<file path="src/rtl/sensor_limiar_pkg.sv">
// Shared definitions for the threshold/hysteresis stage: state encoding and defaults.
// The encoding matches the one used by the downstream controller.
package sensor_limiar_pkg;

    localparam int W_DEF      = 8;
    localparam int HIST_DEF   = 2;
    localparam int N_CONF_DEF = 3;

    typedef enum logic [1:0] {
        ST_NORMAL = 2'b00,
        ST_BAIXO  = 2'b01,
        ST_ALTO   = 2'b10
    } estado_t;

    // Returns {high, low} for a given state; never both set.
    function automatic logic [1:0] flags_estado(input estado_t e);
        logic [1:0] f;
        case (e)
            ST_BAIXO: f = 2'b01;
            ST_ALTO:  f = 2'b10;
            default:  f = 2'b00;
        endcase
        return f;
    endfunction

endpackage

</file>
<file path="src/rtl/sensor_limiar_if.sv">
// Sample stream, thresholds and decision flags between a sensor front end and sensor_limiar.
interface sensor_limiar_if #(
    parameter int W = 8
);
    logic         amostra_valida;
    logic [W-1:0] amostra;
    logic [W-1:0] lim_inf;
    logic [W-1:0] lim_sup;
    logic         low_out;
    logic         high_out;
    logic         nova_decisao;
    logic         erro_cfg;

    modport master (
        output amostra_valida, amostra, lim_inf, lim_sup,
        input  low_out, high_out, nova_decisao, erro_cfg
    );

    modport slave (
        input  amostra_valida, amostra, lim_inf, lim_sup,
        output low_out, high_out, nova_decisao, erro_cfg
    );
endinterface

</file>
<file path="src/rtl/sensor_limiar_contador.sv">
// Confirmation counter: counts agreeing samples and flags the one that reaches N_CONF.
// clr+inc together restarts the count at 1; reaching N_CONF self-clears the count.
module contador_confirmacao #(
    parameter int CNT_W  = 2,
    parameter int N_CONF = 3
) (
    input  logic             clk,
    input  logic             rst,
    input  logic             clr,
    input  logic             inc,
    output logic [CNT_W-1:0] cnt,
    output logic             atingiu
);

    logic [CNT_W-1:0] cnt_r;
    logic [CNT_W-1:0] prox_s;

    // Next count from the clear/increment controls.
    always_comb begin
        prox_s = cnt_r;
        if (clr && inc) begin
            prox_s = CNT_W'(1);
        end else if (clr) begin
            prox_s = {CNT_W{1'b0}};
        end else if (inc) begin
            prox_s = cnt_r + CNT_W'(1);
        end else begin
            prox_s = cnt_r;
        end
    end

    assign atingiu = inc && (prox_s == CNT_W'(N_CONF));
    assign cnt     = cnt_r;

    // Count register; returns to zero once the target count is hit.
    always_ff @(posedge clk or posedge rst) begin
        if (rst) begin
            cnt_r <= {CNT_W{1'b0}};
        end else if (atingiu) begin
            cnt_r <= {CNT_W{1'b0}};
        end else begin
            cnt_r <= prox_s;
        end
    end

endmodule

</file>
<file path="src/rtl/sensor_limiar.sv">
// Converts a raw sensor sample stream into registered low/high flags with
// thresholds, saturating hysteresis bounds and N-sample confirmation.
module sensor_limiar
    import sensor_limiar_pkg::*;
#(
    parameter  int W      = W_DEF,
    parameter  int HIST   = HIST_DEF,
    parameter  int N_CONF = N_CONF_DEF,
    localparam int CNT_W  = $clog2(N_CONF + 1)
) (
    input  logic             clk,
    input  logic             rst,
    sensor_limiar_if.slave   bus
);

    estado_t          state_r;
    estado_t          state_next_s;
    estado_t          cand_r;
    estado_t          cand_next_s;
    estado_t          tgt_s;
    logic [W:0]       sub_lim_ext_s;
    logic [W:0]       des_lim_ext_s;
    logic [W-1:0]     sub_lim_s;
    logic [W-1:0]     des_lim_s;
    logic             err_s;
    logic             clr_s;
    logic             inc_s;
    logic             atingiu_s;
    logic             reinicia_s;
    logic [CNT_W-1:0] cnt_s;
    logic             low_r;
    logic             high_r;
    logic             nova_r;
    logic             erro_r;

    assign err_s = (bus.lim_inf >= bus.lim_sup);

    // Exit bounds in W+1 bits, clamped to the representable range.
    always_comb begin
        sub_lim_ext_s = {1'b0, bus.lim_inf} + (W+1)'(HIST);
        des_lim_ext_s = {1'b0, bus.lim_sup} - (W+1)'(HIST);
        if (sub_lim_ext_s[W]) begin
            sub_lim_s = {W{1'b1}};
        end else begin
            sub_lim_s = sub_lim_ext_s[W-1:0];
        end
        if (des_lim_ext_s[W]) begin
            des_lim_s = {W{1'b0}};
        end else begin
            des_lim_s = des_lim_ext_s[W-1:0];
        end
    end

    // Target state of the current sample, relative to the present state.
    always_comb begin
        tgt_s = state_r;
        case (state_r)
            ST_NORMAL: begin
                if (bus.amostra < bus.lim_inf) begin
                    tgt_s = ST_BAIXO;
                end else if (bus.amostra > bus.lim_sup) begin
                    tgt_s = ST_ALTO;
                end else begin
                    tgt_s = ST_NORMAL;
                end
            end
            ST_BAIXO: begin
                if (bus.amostra > bus.lim_sup) begin
                    tgt_s = ST_ALTO;
                end else if (bus.amostra >= sub_lim_s) begin
                    tgt_s = ST_NORMAL;
                end else begin
                    tgt_s = ST_BAIXO;
                end
            end
            ST_ALTO: begin
                if (bus.amostra < bus.lim_inf) begin
                    tgt_s = ST_BAIXO;
                end else if (bus.amostra <= des_lim_s) begin
                    tgt_s = ST_NORMAL;
                end else begin
                    tgt_s = ST_ALTO;
                end
            end
            default: tgt_s = ST_NORMAL;
        endcase
    end

    // With an empty count the stored candidate is stale, so any target restarts at 1.
    assign reinicia_s = (tgt_s != cand_r) || (cnt_s == {CNT_W{1'b0}});

    // Counter control and candidate tracking.
    always_comb begin
        clr_s       = 1'b0;
        inc_s       = 1'b0;
        cand_next_s = cand_r;
        if (err_s) begin
            clr_s       = 1'b1;
            cand_next_s = ST_NORMAL;
        end else if (bus.amostra_valida) begin
            if (tgt_s == state_r) begin
                clr_s = 1'b1;
            end else if (reinicia_s) begin
                clr_s       = 1'b1;
                inc_s       = 1'b1;
                cand_next_s = tgt_s;
            end else begin
                inc_s = 1'b1;
            end
        end else begin
            clr_s = 1'b0;
        end
    end

    contador_confirmacao #(
        .CNT_W  (CNT_W),
        .N_CONF (N_CONF)
    ) u_contador (
        .clk     (clk),
        .rst     (rst),
        .clr     (clr_s),
        .inc     (inc_s),
        .cnt     (cnt_s),
        .atingiu (atingiu_s)
    );

    // Next state: a bad configuration forces NORMAL, otherwise switch on confirmation.
    always_comb begin
        state_next_s = state_r;
        if (err_s) begin
            state_next_s = ST_NORMAL;
        end else if (atingiu_s) begin
            state_next_s = tgt_s;
        end else begin
            state_next_s = state_r;
        end
    end

    // State, candidate and registered outputs.
    always_ff @(posedge clk or posedge rst) begin
        if (rst) begin
            state_r <= ST_NORMAL;
            cand_r  <= ST_NORMAL;
            low_r   <= 1'b0;
            high_r  <= 1'b0;
            nova_r  <= 1'b0;
            erro_r  <= 1'b0;
        end else begin
            state_r           <= state_next_s;
            cand_r            <= cand_next_s;
            {high_r, low_r}   <= flags_estado(state_next_s);
            nova_r            <= (state_next_s != state_r);
            erro_r            <= err_s;
        end
    end

    assign bus.low_out      = low_r;
    assign bus.high_out     = high_r;
    assign bus.nova_decisao = nova_r;
    assign bus.erro_cfg     = erro_r;

endmodule

</file>
<file path="src/flat_wrapper.sv">
// flat-port wrapper written by rule: the top's interface ports become plain ports
module sensor_limiar_flat import sensor_limiar_pkg::*;
#(
    parameter  int W      = W_DEF,
    parameter  int HIST   = HIST_DEF,
    parameter  int N_CONF = N_CONF_DEF,
    localparam int CNT_W  = $clog2(N_CONF + 1)
)
  (clk, rst, bus_amostra_valida, bus_amostra, bus_lim_inf, bus_lim_sup, bus_low_out, bus_high_out, bus_nova_decisao, bus_erro_cfg);
  sensor_limiar_if #(.W(W)) bus_i ();
  input  logic clk;
  input  logic rst;
  input wire logic [$bits(bus_i.amostra_valida)-1:0] bus_amostra_valida;
  input wire logic [$bits(bus_i.amostra)-1:0] bus_amostra;
  input wire logic [$bits(bus_i.lim_inf)-1:0] bus_lim_inf;
  input wire logic [$bits(bus_i.lim_sup)-1:0] bus_lim_sup;
  output wire logic [$bits(bus_i.low_out)-1:0] bus_low_out;
  output wire logic [$bits(bus_i.high_out)-1:0] bus_high_out;
  output wire logic [$bits(bus_i.nova_decisao)-1:0] bus_nova_decisao;
  output wire logic [$bits(bus_i.erro_cfg)-1:0] bus_erro_cfg;
  assign bus_i.amostra_valida = bus_amostra_valida;
  assign bus_i.amostra = bus_amostra;
  assign bus_i.lim_inf = bus_lim_inf;
  assign bus_i.lim_sup = bus_lim_sup;
  assign bus_low_out = bus_i.low_out;
  assign bus_high_out = bus_i.high_out;
  assign bus_nova_decisao = bus_i.nova_decisao;
  assign bus_erro_cfg = bus_i.erro_cfg;
  sensor_limiar #(.W(W), .HIST(HIST), .N_CONF(N_CONF)) u_core (.clk(clk), .rst(rst), .bus(bus_i));
endmodule
</file>
<file path="config.mk">
export PLATFORM = sky130hd
export DESIGN_NAME = sensor_limiar_flat
export DESIGN_NICKNAME = d
export VERILOG_FILES = /design/src/rtl/sensor_limiar_pkg.sv /design/src/rtl/sensor_limiar_if.sv /design/src/rtl/sensor_limiar_contador.sv /design/src/rtl/sensor_limiar.sv /design/src/flat_wrapper.sv
export SDC_FILE = /design/constraint.sdc
export NUM_CORES = 1
export LEC_CHECK = 0
export CAP_MARGIN = 20
export CORE_ASPECT_RATIO = 1.4
export CORE_MARGIN = 5
export CORE_UTILIZATION = 46
export DETAILED_ROUTE_END_ITERATION = 8
export PLACE_DENSITY_LB_ADDON = 0.05
export SLEW_MARGIN = 25
export SYNTH_ARGS = -nofsm -noshare
export SYNTH_HDL_FRONTEND = slang
export SYNTH_SLANG_ARGS = --single-unit
</file>
<file path="constraint.sdc">
create_clock -name clk -period 6.2 [get_ports clk]
set_input_delay 0.62 -clock clk [delete_from_list [all_inputs] [get_ports clk]]
set_output_delay 0.62 -clock clk [all_outputs]
set_load 0.02 [all_outputs]
</file>
Word-level counts from Yosys, hierarchy flattened --
Index checks and enable logic that the tools add are counted.
Word-level totals: register bits after elaboration 10, word-level logic and storage cells 59
Operators by class: $add $sub $neg 3, order comparisons 5, eq/ne operators 9, multiplexer cells 27, reduce and logical (&&, ||, !) cells 8
Operators with widths (number):
- $mux 2 | 15
- $ge 8x8->1 | 2
- $mux 8 | 2
- $add 8x2->9 const B | 1
- $sub 8x2->9 const B | 1
- $gt 8x8->1 | 1
- $le 8x8->1 | 1
- $lt 8x8->1 | 1
- $mux 1 | 8
- $eq 2x2->1 const B | 3
- $pmux 2 s3 | 1
- $eq 2x1->1 const B | 2
- $logic_not 2->1 | 2
- $ne 2x2->1 | 2
- $pmux 2 s2 | 1
- $reduce_bool 2->1 | 2
- $reduce_and 3->1 | 1
- $add 2x1->2 const B | 1
- $eq 2x2->1 | 1
- $logic_and 1x1->1 | 2
- $ne 2x1->1 const B | 1
- $logic_or 1x1->1 | 1

Logic depth before layout (Yosys ltp) --
Gate-level depths: netlist of the first run.
depth in word-level cells 20, depth in mapped cells 13, gate-level depth less buffers 13

Cells and area by module --
Synthesis of the first run repeated with hierarchy kept, for this count alone.
Unflattened totals: cells, all modules 214, area total of the unflattened synthesis 1705.4 µm²
Modules (own cells, without submodules):
- sensor_limiar | times used 1, cells each 204, area each 1599.0 µm², sequential area each 200.2 µm²
- contador_confirmacao | times used 1, cells each 10, area each 106.4 µm², sequential area each 50.0 µm²

Least setup slack after synthesis of the first run --
Ideal clock, no wire load.
path kind in2reg, start input port bus_lim_inf[1], end register u_core.nova_r (netlist: u_core.bus.nova_decisao), setup time 0.087 ns, arrival 3.148 ns, data required time 6.113 ns, path slack 2.965 ns, cell stages on the path 12, buffers on the path 0, cell sequence nand4_1 nor2_1 nor2_1 ha_1 a211oi_2 o21ai_2 a2111oi_4 a21boi_1 mux2_2 nor4_4 nand4_4 a22oi_1
On the way: word-level cells in the longest chain between the ends 19, elaborated cells between the ends (all ways) 29, those cells by class add/sub (1); order compare (3); eq/ne (4); mux (18); reduce/logical (3)
RTL lines:
- start, declared | RTL line flat_wrapper.sv:15 | input wire logic [$bits(bus_i.lim_inf)-1:0] bus_lim_inf;
- $add 8x2->9 | RTL line sensor_limiar.sv:40 | sub_lim_ext_s = {1'b0, bus.lim_inf} + (W+1)'(HIST);
- $mux 8 | RTL line sensor_limiar.sv:42 | if (sub_lim_ext_s[W]) begin
- $ge 8x8->1 | RTL line sensor_limiar.sv:70 | end else if (bus.amostra >= sub_lim_s) begin
- $mux 1 | RTL line sensor_limiar.sv:70
- $mux 2 | RTL line sensor_limiar.sv:68 | if (bus.amostra > bus.lim_sup) begin
- $pmux 2 s3 | RTL line sensor_limiar.sv:57 | case (state_r)
- $ne 2x2->1 | RTL line sensor_limiar.sv:90 | assign reinicia_s = (tgt_s != cand_r) || (cnt_s == {CNT_W{1'b0}});
- $logic_or 1x1->1 | RTL line sensor_limiar.sv:90
- [3 not listed]
- $mux 1 | RTL line sensor_limiar.sv:97 | if (err_s) begin
- $mux 2 or $logic_and 1x1->1 (tied branches) | RTL line sensor_limiar_contador.sv:23, sensor_limiar_contador.sv:21
- $mux 2 | RTL line sensor_limiar_contador.sv:21 | if (clr && inc) begin
- $eq 2x2->1 | RTL line sensor_limiar_contador.sv:32 | assign atingiu = inc && (prox_s == CNT_W'(N_CONF));
- $logic_and 1x1->1 | RTL line sensor_limiar_contador.sv:32
- $mux 2 | RTL line sensor_limiar.sv:132 | end else if (atingiu_s) begin
- $mux 2 * | RTL line sensor_limiar.sv:130 | if (err_s) begin
- $ne 2x2->1 * | RTL line sensor_limiar.sv:152 | nova_r <= (state_next_s != state_r);
- end signal, assigned | RTL line sensor_limiar.sv:152
- end, declared | RTL line sensor_limiar.sv:33 | logic nova_r;
Every way passes the cells marked *; elsewhere a longest branch is shown, timed or not. A chain may end at the register's enable or synchronous reset.

Worst setup path in the final report of the first run --
Same ends and word-level chain as after synthesis.

==> summary.txt, run 1 <==
Clocking
  • CTS tree: built
  • CTS Root Cell: clkbuf_8
  • Clk slew on worst S/H paths: approximately 50 ps
  • Post-CTS Setup Bufs: 0
  • H-Tree Level Count: 1
  • Post_cts resized: 0
  • Maximum root-to-sink buffer count: 2
  • Cts bufs inserted: 3
  • Worst-skew pair later-pin latency: around 250 ps
  • Hold bufs inserted after CTS: 0
  • CTS sink cnt: 10

Placement
  • RePlAce Congestion: slightly below 0.9
  • DP Wirelength: 3980 µm
  • Port Buffers: 30
  • Place WS: 2000 ps
  • Area after DPL: roughly 0.0021 mm²
  • Cells after DPL: ~290

Timing
  • Setup tns final: 0 ps
  • Final Hold Fails: 0
  • Skew final: between 7 and 8 ps
  • Setup slack after layout: 2210 ps
  • RSZ-0062 raised after global routing: false
  • Fmax: between 0.2 and 0.3 GHz
  • Fin crit share: 0.643
  • Max-slew headroom: 0.536
  • Worst-Margin Slew: 690 ps
  • Slew Viols, Final: 0
  • Final setup vio count: 0
  • Minimum clock period: ~4000 ps

Die
  • Core ar.: roughly 0.0037 mm²
  • Die Y: between 80 and 90 µm
  • Chip width: roughly 63 µm
  • Initial Utilization: 0.483
  • Row cnt: 26
  • Io pins: 31
  • Die Footprint: approximately 0.0053 mm²

Final layout
  • Non-Filler Instances: between 200 and 300
  • Area growth, synth to finish: 22.4%
  • Register area: ~250 µm²
  • Layout cells sized above 1: 0.0640
  • Fin area: between 0.002 and 0.0025 mm²
  • Fillers: approximately 360
  • Commonest non-fill, non-tap cell in the layout: ha_1
  • Antenna cell count: 0
  • Nets: 320
  • Multi-input gate area in the final layout: ~0.0014 mm²
  • Most frequent cells in the layout: ha_1 (42), clkdlybuf4s50_1 (30), inv_1 (23)

GRT
  • Tot GR Track Use: 0.181
  • Largest net degree at the start of global routing: 11
  • Vias in the first global route: roughly 1.7k
  • Global route total overflow: 0
  • Initial antenna violation count: 0
  • First-pass GRT wire length: slightly below 8000 µm

Critical path
  • Crit end category: flip-flop
  • Critical path fanouts, max: 5
  • CP startpoint kind: input port
  • WP data arrival: roughly 4100 ps
  • Worst setup path class: input port to flip-flop
  • Worst reg-to-reg setup slack: between 3000 and 4000 ps
  • Worst EP required: around 6400 ps

Logic synthesis
  • Cell Area, Synth: 0.00179 mm²
  • Mapped Avg Cell Area: between 8 and 9 µm²
  • Mapped Cells: between 200 and 250
  • Sequential-to-total area share from yosys stat: 0.140
  • Yosys reg bits: 10
  • Synthesized net count: 287
  • Primary FF master, synth: dfrtp_1
  • Post-synth cell types: 46
  • Synthesis Warnings: 0
  • EDFF count, synth: 0
  • Asr flop ratio synth: 1.00

Power
  • Leakage: roughly 1.1 nW
  • Design Power: between 0.3 and 0.4 mW
  • Maximum vdd drop: about 0.00014 V
  • Pwr Density: 153 mW/mm²

Route
  • DRC errors left: 0
  • Detailed-route via count: approximately 1.7k
  • WL per Instance: 15.9 µm
  • Antenna-violating nets left: 0
  • DRT Pass-1 Iters: 4
  • Vias per inst: about 5.7
  • DR iter-0 viols: 83
  • Final WL: roughly 4600 µm

Run
  • Maxcap violations: 0

Hold path
  • Class of the worst hold path: flip-flop to flip-flop

Status
  • Status: completed
[layer usage]
metal  GRT usage  vias to the layer above  share of wire
li1            -                      861              -
met3      0.0162                       10          0.034
met4      0.0695                        0          0.021
met5           0                        -              0
met2       0.346                       46           0.55
met1       0.199                      756           0.40
[sequential cells by signal, indices dropped and copies added, names as in the netlist]
name and cells:
u_core.bus.erro_cfg 1, u_core.bus.high_out 1, u_core.bus.low_out 1, u_core.bus.nova_decisao 1, u_core.cand_r 2, u_core.state_r 2, u_core.u_contador.cnt 2
[power by group]
part	leakage, nW	switching [mW]	internal, mW
sequential	0.134	0.00758	0.0731
combinational	0.900	0.0930	0.0767
clock	0.0288	0.0293	0.0561
[critical path, cell delays in order]
cell and delay [ps]:
clkdlybuf4s50_1 570, nand4_1 240, nor2_1 350, nor2_1 90
ha_1 320, a211oi_2 250, o21ai_2 110, a2111oi_4 450
a21boi_1 120, mux2_2 290, nor4_4 310, nand4_4 200
a22oi_1 210
[worst paths after layout]
| check | from | endpoint | cells past startpoint |
|---|---|---|---|
| max | bus_lim_inf[1] | u_core.bus.nova_decisao | 13 |
| min | u_core.u_contador.cnt[1] | u_core.u_contador.cnt[1] | 2 |
| max reg2reg | u_core.state_r[0] | u_core.bus.nova_decisao | 7 |
| min reg2reg | u_core.u_contador.cnt[1] | u_core.u_contador.cnt[1] | 2 |
| max in group asynchronous | rst | u_core.cand_r[0] | 2 |
| min in group asynchronous | rst | u_core.state_r[1] | 2 |
[cells by family (layout without fill, tap and decap cells)]
| family | count (synthesis) | after routing | share of synthesized area |
|---|---|---|---|
| xor+xnor | 5 | 5 | 0.0245 |
| mux | 10 | 10 | 0.0636 |
| fa+ha+maj | 42 | 42 | 0.293 |
| simple gates | 74 | 74 | 0.219 |
| flops | 10 | 10 | 0.140 |
| compound gates | 51 | 51 | 0.205 |
| buf+inv | 26 | 58 | 0.0545 |
[cell type report]
type                    instances  share of cell area
well taps                      42              0.0240
flip-flops and latches         10               0.114
repair buffers                 30               0.137
multi-input cells             182               0.658
clock buffers                   4              0.0251
inverters                      24              0.0411
[synthesized netlist by cell type, types with 5 or more instances]
cell type | count | area (µm²)
nand4_1 | 7 | 43.8
mux2i_1 | 8 | 80.1
inv_1 | 23 | 86.3
a21oi_1 | 15 | 75.1
dfrtp_1 | 10 | 250
nand3_1 | 6 | 30.0
ha_1 | 42 | 526
o21ai_0 | 6 | 30.0
o21a_1 | 5 | 37.5
nor2_1 | 20 | 75.1
nor3_1 | 6 | 30.0
nand2_1 | 21 | 78.8
[per-stage QoR]
step / hold WS, ps / util
detailed placement: 539 / 0.576
global placement: 531 / 0.576
floorplan: 460 / -
finish: 543 / 0.591
CTS: 551 / 0.591
global route: 591 / 0.591
Note: power is estimated with default switching activity, not from simulation.
==> run 2, diff against run 1 <==
==> constraint.sdc (replaced) <==
create_clock -name clk -period 3.3 [get_ports clk]
set_input_delay 0.33 -clock clk [delete_from_list [all_inputs] [get_ports clk]]
set_output_delay 0.33 -clock clk [all_outputs]
set_load 0.02 [all_outputs]
==> summary.txt, run 2 (synthesis results as in run 1) <==
Status
  • Status: completed (unchanged)

Die
  • Row cnt: 26 (unchanged)
  • Die Y: 83.8 µm (unchanged)
  • Initial Utilization: 0.483 (unchanged)
  • Chip width: 62.7 µm (unchanged)
  • Die Footprint: 0.00526 mm² (unchanged)
  • Io pins: 31 (unchanged)
  • Core ar.: 0.00371 mm² (unchanged)

Clocking
  • CTS sink cnt: 10 (unchanged)
  • Cts bufs inserted: 3 (unchanged)
  • Clk slew on worst S/H paths: 50 ps (about the same)
  • Worst-skew pair later-pin latency: 240 ps (was 250 ps)
  • Post_cts resized: 0 (unchanged)
  • CTS tree: built (unchanged)
  • H-Tree Level Count: 1 (unchanged)
  • Post-CTS Setup Bufs: 0 (unchanged)
  • CTS Root Cell: clkbuf_8 (unchanged)
  • Maximum root-to-sink buffer count: 2 (unchanged)
  • Hold bufs inserted after CTS: 0 (unchanged)

Placement
  • Port Buffers: 30 (unchanged)
  • DP Wirelength: 4350 µm (was 3980 µm)
  • RePlAce Congestion: 0.869 (was 0.865)
  • Cells after DPL: 317 (was 288)

Critical path
  • Worst EP required: 3430 ps (was 6360 ps)
  • Max stage delay on crit path: 490 ps (was 570 ps)
  • Cell Chain, Critical Path: clkdlybuf4s50_1 > nand3_2 > nor2_4 > buf_4 > nor2_1 > ha_1 > buf_4 > nor2_1 > nor2_1 > a2111oi_4 > a21boi_1 > mux2_4 > nor4_4 > nand4_4 > mux2i_1 (was clkdlybuf4s50_1 > nand4_1 > nor2_1 > nor2_1 > ha_1 > a211oi_2 > o21ai_2 > a2111oi_4 > a21boi_1 > mux2_2 > nor4_4 > nand4_4 > a22oi_1)
  • Crit-path most repeated cell: nor2_1 (unchanged)
  • CP startpoint kind: input port (unchanged)
  • WP data arrival: 3220 ps (was 4140 ps)
  • Worst setup path class: input port to flip-flop (unchanged)
  • Worst path slowest cell: clkdlybuf4s50_1 (unchanged)
  • Crit end category: flip-flop (unchanged)
  • Critical path fanouts, max: 5 (unchanged)

Route
  • Detailed-route via count: 1785 (was 1673)
  • WL per Instance: 15.4 µm (was 15.9 µm)
  • DR iter-0 viols: 71 (was 83)
  • DRT Pass-1 Iters: 4 (unchanged)
  • Final WL: 4940 µm (was 4630 µm)
  • Vias per inst: 5.56 (was 5.73)
  • Antenna-violating nets left: 0 (unchanged)
  • DRC errors left: 0 (unchanged)

Timing
  • Final Hold Fails: 0 (unchanged)
  • Minimum clock period: about 3100 ps
  • Fin crit share: 0.939
  • Worst-Margin Slew: 494 ps (was 690 ps)
  • Fmax: around 0.32 GHz
  • Skew final: 1.49 ps (was 7.24 ps)
  • Final setup vio count: 0 (unchanged)
  • Slew Viols, Final: 0 (unchanged)
  • Max-slew headroom: 0.662 (was 0.536)
  • RSZ-0062 raised after global routing: false (unchanged)

Power
  • Sw Ratio: 0.374 (was 0.387)
  • Internal power: 0.418 mW (was 0.206 mW)
  • Design Power: 0.668 mW (was 0.336 mW)
  • Switch Pwr: 0.250 mW (was 0.130 mW)
  • Clock power frac: 0.234 (was 0.254)
  • Maximum vdd drop: 0.000351 V (was 0.000138 V)
  • Sequential share of power: 0.225 (was 0.240)
  • Comb pwr share: 0.541 (was 0.505)
  • Pwr Density: 268 mW/mm² (was 153 mW/mm²)
  • Leakage: 1.29 nW (was 1.06 nW)

Run
  • Maxcap violations: 0 (unchanged)

GRT
  • Initial antenna violation count: 0 (unchanged)
  • Global route total overflow: 0 (unchanged)
  • First-pass GRT wire length: 8340 µm (was 7860 µm)
  • Tot GR Track Use: 0.197 (was 0.181)
  • Vias in the first global route: 1915 (was 1738)
  • Largest net degree at the start of global routing: 11 (unchanged)

Final layout
  • Fillers: 323 (was 355)
  • Nets: 349 (was 320)
  • Antenna cell count: 0 (unchanged)
  • Layout cells sized above 1: 0.197 (was 0.0640)
  • Commonest non-fill, non-tap cell in the layout: ha_1 (unchanged)
  • Non-Filler Instances: 321 (was 292)
  • Area growth, synth to finish: 39.1% (was 22.4%)
  • Most frequent cells in the layout: ha_1 (42), buf_4 (27), inv_1 (22), clkdlybuf4s50_1 (22), nand2_1 (21) (was ha_1 (42), clkdlybuf4s50_1 (30), inv_1 (23))

Hold path
  • Class of the worst hold path: input port to async pin (was flip-flop to flip-flop)
==> run 2: cell types whose count changed in the layout (fill, tap and decap cells not counted), sizes merged <==
cell / previous run / this run
buf: 0 / 29
clkdlybuf4s50: 30 / 22
clkinvlp: 0 / 1
dlymetal6s2s: 0 / 8
inv: 24 / 23
==> run 2: power groups by stage <==
stage                     Sequential [mW]  Clock [mW]  Combinational, mW
after floorplan                     0.154           0              0.211
after global placement              0.151           0              0.346
after detailed placement            0.152           0              0.352
after CTS                           0.150       0.162              0.354
after global routing                0.153       0.169              0.403
final                               0.150       0.157              0.361
==> run 2: path summary, 6_finish.rpt <==
kind,start,endpoint,slack (ps),depth (start not counted)
setup / recovery,bus_lim_inf[7],u_core.bus.high_out,200,15
hold / removal,rst,u_core.bus.low_out,360,2
setup reg to reg,u_core.state_r[0],u_core.bus.high_out,1110,7
hold reg to reg,u_core.u_contador.cnt[1],u_core.u_contador.cnt[1],530,2
max in group asynchronous,rst,u_core.u_contador.cnt[0],2680,2
min in group clk,u_core.u_contador.cnt[1],u_core.u_contador.cnt[1],530,2
==> run 2: critical path, delay by kind of cell <==
kind                     cells  cell delay (ps)
multiplexers                 2              470
buffers and inverters        3              770
AO/OA/AOI/OAI                2              450
AND/OR/NAND/NOR              7             1010
adder cells (fa/ha/maj)      1              200
==> run 2: layout make-up <==
type | instances | area, µm² | area share
flip-flops and latches | 10 | 250 | 0.101
repair buffers | 59 | 546 | 0.219
well taps | 42 | 52.6 | 0.0211
inverters | 24 | 93.8 | 0.0377
clock buffers | 4 | 55.1 | 0.0221
multi-input cells | 182 | 1490 | 0.599
==> run 2: layer usage <==
layer	wire length (µm)	track usage
met1	1930	0.198
met2	2750	0.390
met3	92	0.0108
met4	161	0.104
met5	0	0
==> run 2: through the flow <==
stage	worst slack [ps]	utilization	TNS [ps]	area, µm²	hold WS (ps)
4_1_cts	83.5	0.649	0	2410	362
3_5_place_dp	-164	0.635	-1020	2350	535
5_1_grt	1.58	0.671	0	2490	380
3_3_place_gp	-93.6	0.635	-552	2350	527
6_report	202	0.671	0	2490	355
2_1_floorplan	355	-	0	1790	170
==> run 3, diff against run 2 <==
--- a/config.mk
+++ b/config.mk
@@ -10,6 +10,7 @@
 export CORE_MARGIN = 5
 export CORE_UTILIZATION = 46
 export DETAILED_ROUTE_END_ITERATION = 8
+export GPL_TIMING_DRIVEN = 0
 export PLACE_DENSITY_LB_ADDON = 0.05
 export SLEW_MARGIN = 25
 export SYNTH_ARGS = -nofsm -noshare
==> summary.txt, run 3 (synthesis results as in run 1) <==
Timing
  • Max-slew headroom: 0.631 (was 0.662)
  • Worst-Margin Slew: 551 ps (was 494 ps)
  • Skew final: 3.20 ps (was 1.49 ps)
  • Fmax: 0.324 GHz (was 0.323 GHz)
  • Hold_ws: 375 ps (was 355 ps)
  • RSZ-0062 raised after global routing: false (unchanged)
  • Slew Viols, Final: 0 (unchanged)
  • Minimum clock period: 3080 ps (was 3100 ps)
  • Setup slack after layout: 217 ps (was 202 ps)
  • Final setup vio count: 0 (unchanged)
  • Final Hold Fails: 0 (unchanged)
  • Fin crit share: 0.934 (was 0.939)

Critical path
  • Worst path slowest cell: clkdlybuf4s50_1 (unchanged)
  • R2R cell count: 9 (was 7)
  • Max stage delay on crit path: 520 ps (was 490 ps)
  • Delay-heaviest family, CP: compound AO/OA/AOI/OAI gates (was simple AND/OR/NAND/NOR gates)
  • WP data arrival: 3240 ps (was 3220 ps)
  • CP startpoint kind: input port (unchanged)
  • Worst setup path class: input port to flip-flop (unchanged)
  • Worst reg-to-reg setup slack: 1120 ps (was 1110 ps)
  • Worst reg2reg startpoint: u_core.state_r[1] (was u_core.state_r[0])
  • Reg2reg end: u_core.bus.nova_decisao (was u_core.bus.high_out)
  • Worst EP required: 3450 ps (was 3430 ps)
  • Critical path fanouts, max: 5 (unchanged)
  • Cell Chain, Critical Path: clkdlybuf4s50_1 > inv_2 > ha_1 > xor2_1 > nand2_1 > ha_1 > a21oi_2 > a21oi_2 > o311ai_4 > mux2i_1 > nor4_4 > nand4_4 > a22oi_2 (was clkdlybuf4s50_1 > nand3_2 > nor2_4 > buf_4 > nor2_1 > ha_1 > buf_4 > nor2_1 > nor2_1 > a2111oi_4 > a21boi_1 > mux2_4 > nor4_4 > nand4_4 > mux2i_1)
  • Worst path bufs/invs: 2 (was 3)
  • Crit end category: flip-flop (unchanged)

GRT
  • Tot GR Track Use: 0.177 (was 0.197)
  • Initial antenna violation count: 0 (unchanged)
  • Largest net degree at the start of global routing: 11 (unchanged)
  • Vias in the first global route: 1784 (was 1915)
  • First-pass GRT wire length: 7770 µm (was 8340 µm)
  • Global route total overflow: 0 (unchanged)

Die
  • Die Y: 83.8 µm (unchanged)
  • Initial Utilization: 0.483 (unchanged)
  • Core ar.: 0.00371 mm² (unchanged)
  • Chip width: 62.7 µm (unchanged)
  • Die Footprint: 0.00526 mm² (unchanged)
  • Io pins: 31 (unchanged)
  • Row cnt: 26 (unchanged)

Clocking
  • CTS Root Cell: clkbuf_8 (unchanged)
  • CTS sink cnt: 10 (unchanged)
  • CTS tree: built (unchanged)
  • Cts bufs inserted: 3 (unchanged)
  • Hold bufs inserted after CTS: 0 (unchanged)
  • Worst-skew pair later-pin latency: 240 ps (about the same)
  • Maximum root-to-sink buffer count: 2 (unchanged)
  • H-Tree Level Count: 1 (unchanged)
  • Clk slew on worst S/H paths: 50 ps (about the same)

Final layout
  • Fillers: 358 (was 323)
  • Fin area: 0.00232 mm² (was 0.00249 mm²)
  • Multi-input gate area in the final layout: 0.00152 mm² (was 0.00149 mm²)
  • Register area: 250 µm² (unchanged)
  • Non-Filler Instances: 302 (was 321)
  • Antenna cell count: 0 (unchanged)
  • Area growth, synth to finish: 29.8% (was 39.1%)
  • Layout cells sized above 1: 0.154 (was 0.197)
  • Nets: 330 (was 349)
  • Most frequent cells in the layout: ha_1 (42), inv_1 (22), clkdlybuf4s50_1 (22) (was ha_1 (42), buf_4 (27), inv_1 (22), clkdlybuf4s50_1 (22), nand2_1 (21))
  • Commonest non-fill, non-tap cell in the layout: ha_1 (unchanged)

Placement
  • DP Wirelength: 3850 µm (was 4350 µm)
  • Area after DPL: 0.00214 mm² (was 0.00235 mm²)
  • Port Buffers: 30 (unchanged)
  • Place WS: -666 ps (was -164 ps)
  • Cells after DPL: 290 (was 317)
  • RePlAce Congestion: 0.853 (was 0.869)

Power
  • Maximum vdd drop: 0.000329 V (was 0.000351 V)
  • Design Power: 0.634 mW (was 0.668 mW)
  • Leakage: 1.14 nW (was 1.29 nW)
  • Pwr Density: 273 mW/mm² (was 268 mW/mm²)

Route
  • DR iter-0 viols: 67 (was 71)
  • Vias per inst: 5.50 (was 5.56)
  • DRC errors left: 0 (unchanged)
  • DRT Pass-1 Iters: 4 (unchanged)
  • Final WL: 4470 µm (was 4940 µm)
  • WL per Instance: 14.8 µm (was 15.4 µm)
  • Detailed-route via count: 1662 (was 1785)
  • Antenna-violating nets left: 0 (unchanged)

Hold path
  • Class of the worst hold path: input port to async pin (unchanged)

Status
  • Status: completed (unchanged)

Run
  • Maxcap violations: 0 (unchanged)
run 3: changes by cell type in the layout (fill, tap and decap cells not counted), sizes merged:
cell          change
buf              -21
clkbuf            +6
clkinvlp          -1
dlygate4sd2       +1
dlymetal6s2s      -5
inv               +1
run 3: final cells by class:
type	count	area share
flip-flops and latches	10	0.108
clock buffers	4	0.0237
multi-input cells	182	0.655
inverters	24	0.0388
repair buffers	38	0.149
well taps	42	0.0226
plain buffers	2	0.00323
run 3: stage by stage:
| stage | util | TNS (ps) |
|---|---|---|
| after floorplan | - | 0 |
| after global placement | 0.578 | -5110 |
| after detailed placement | 0.578 | -5100 |
| after CTS | 0.617 | 0 |
| after global routing | 0.627 | 0 |
| final | 0.627 | 0 |
run 3: power breakdown:
part           internal [mW]  leakage, nW  switching (mW)
sequential             0.137        0.134          0.0116
clock                  0.105       0.0288          0.0477
combinational          0.152        0.975           0.181
total                  0.394         1.14           0.240
run 3: repair_timing:
action	CTS	global route
gates resized for setup	13	19
pin swaps	5	4
setup endpoints to repair	9	9
buffers inserted	6	2
run 3: worst max path at each step:
stage,start,end,cells after the start
after floorplan,bus_lim_inf[1],u_core.bus.nova_decisao,12
after global placement,bus_lim_inf[1],u_core.bus.nova_decisao,13
after detailed placement,bus_lim_sup[3],u_core.bus.nova_decisao,13
after CTS,bus_lim_inf[6],u_core.bus.nova_decisao,13
after global routing,bus_lim_sup[5],u_core.bus.low_out,14
final,bus_lim_sup[1],u_core.bus.nova_decisao,13
run 3: routing by layer:
layer  part of all wire  up-vias  global-route usage
met5                  0        -                   0
met4              0.011        0              0.0502
met3              0.024        6              0.0148
met2               0.56       25               0.345
met1               0.40      744               0.196
li1                   -      887                   -
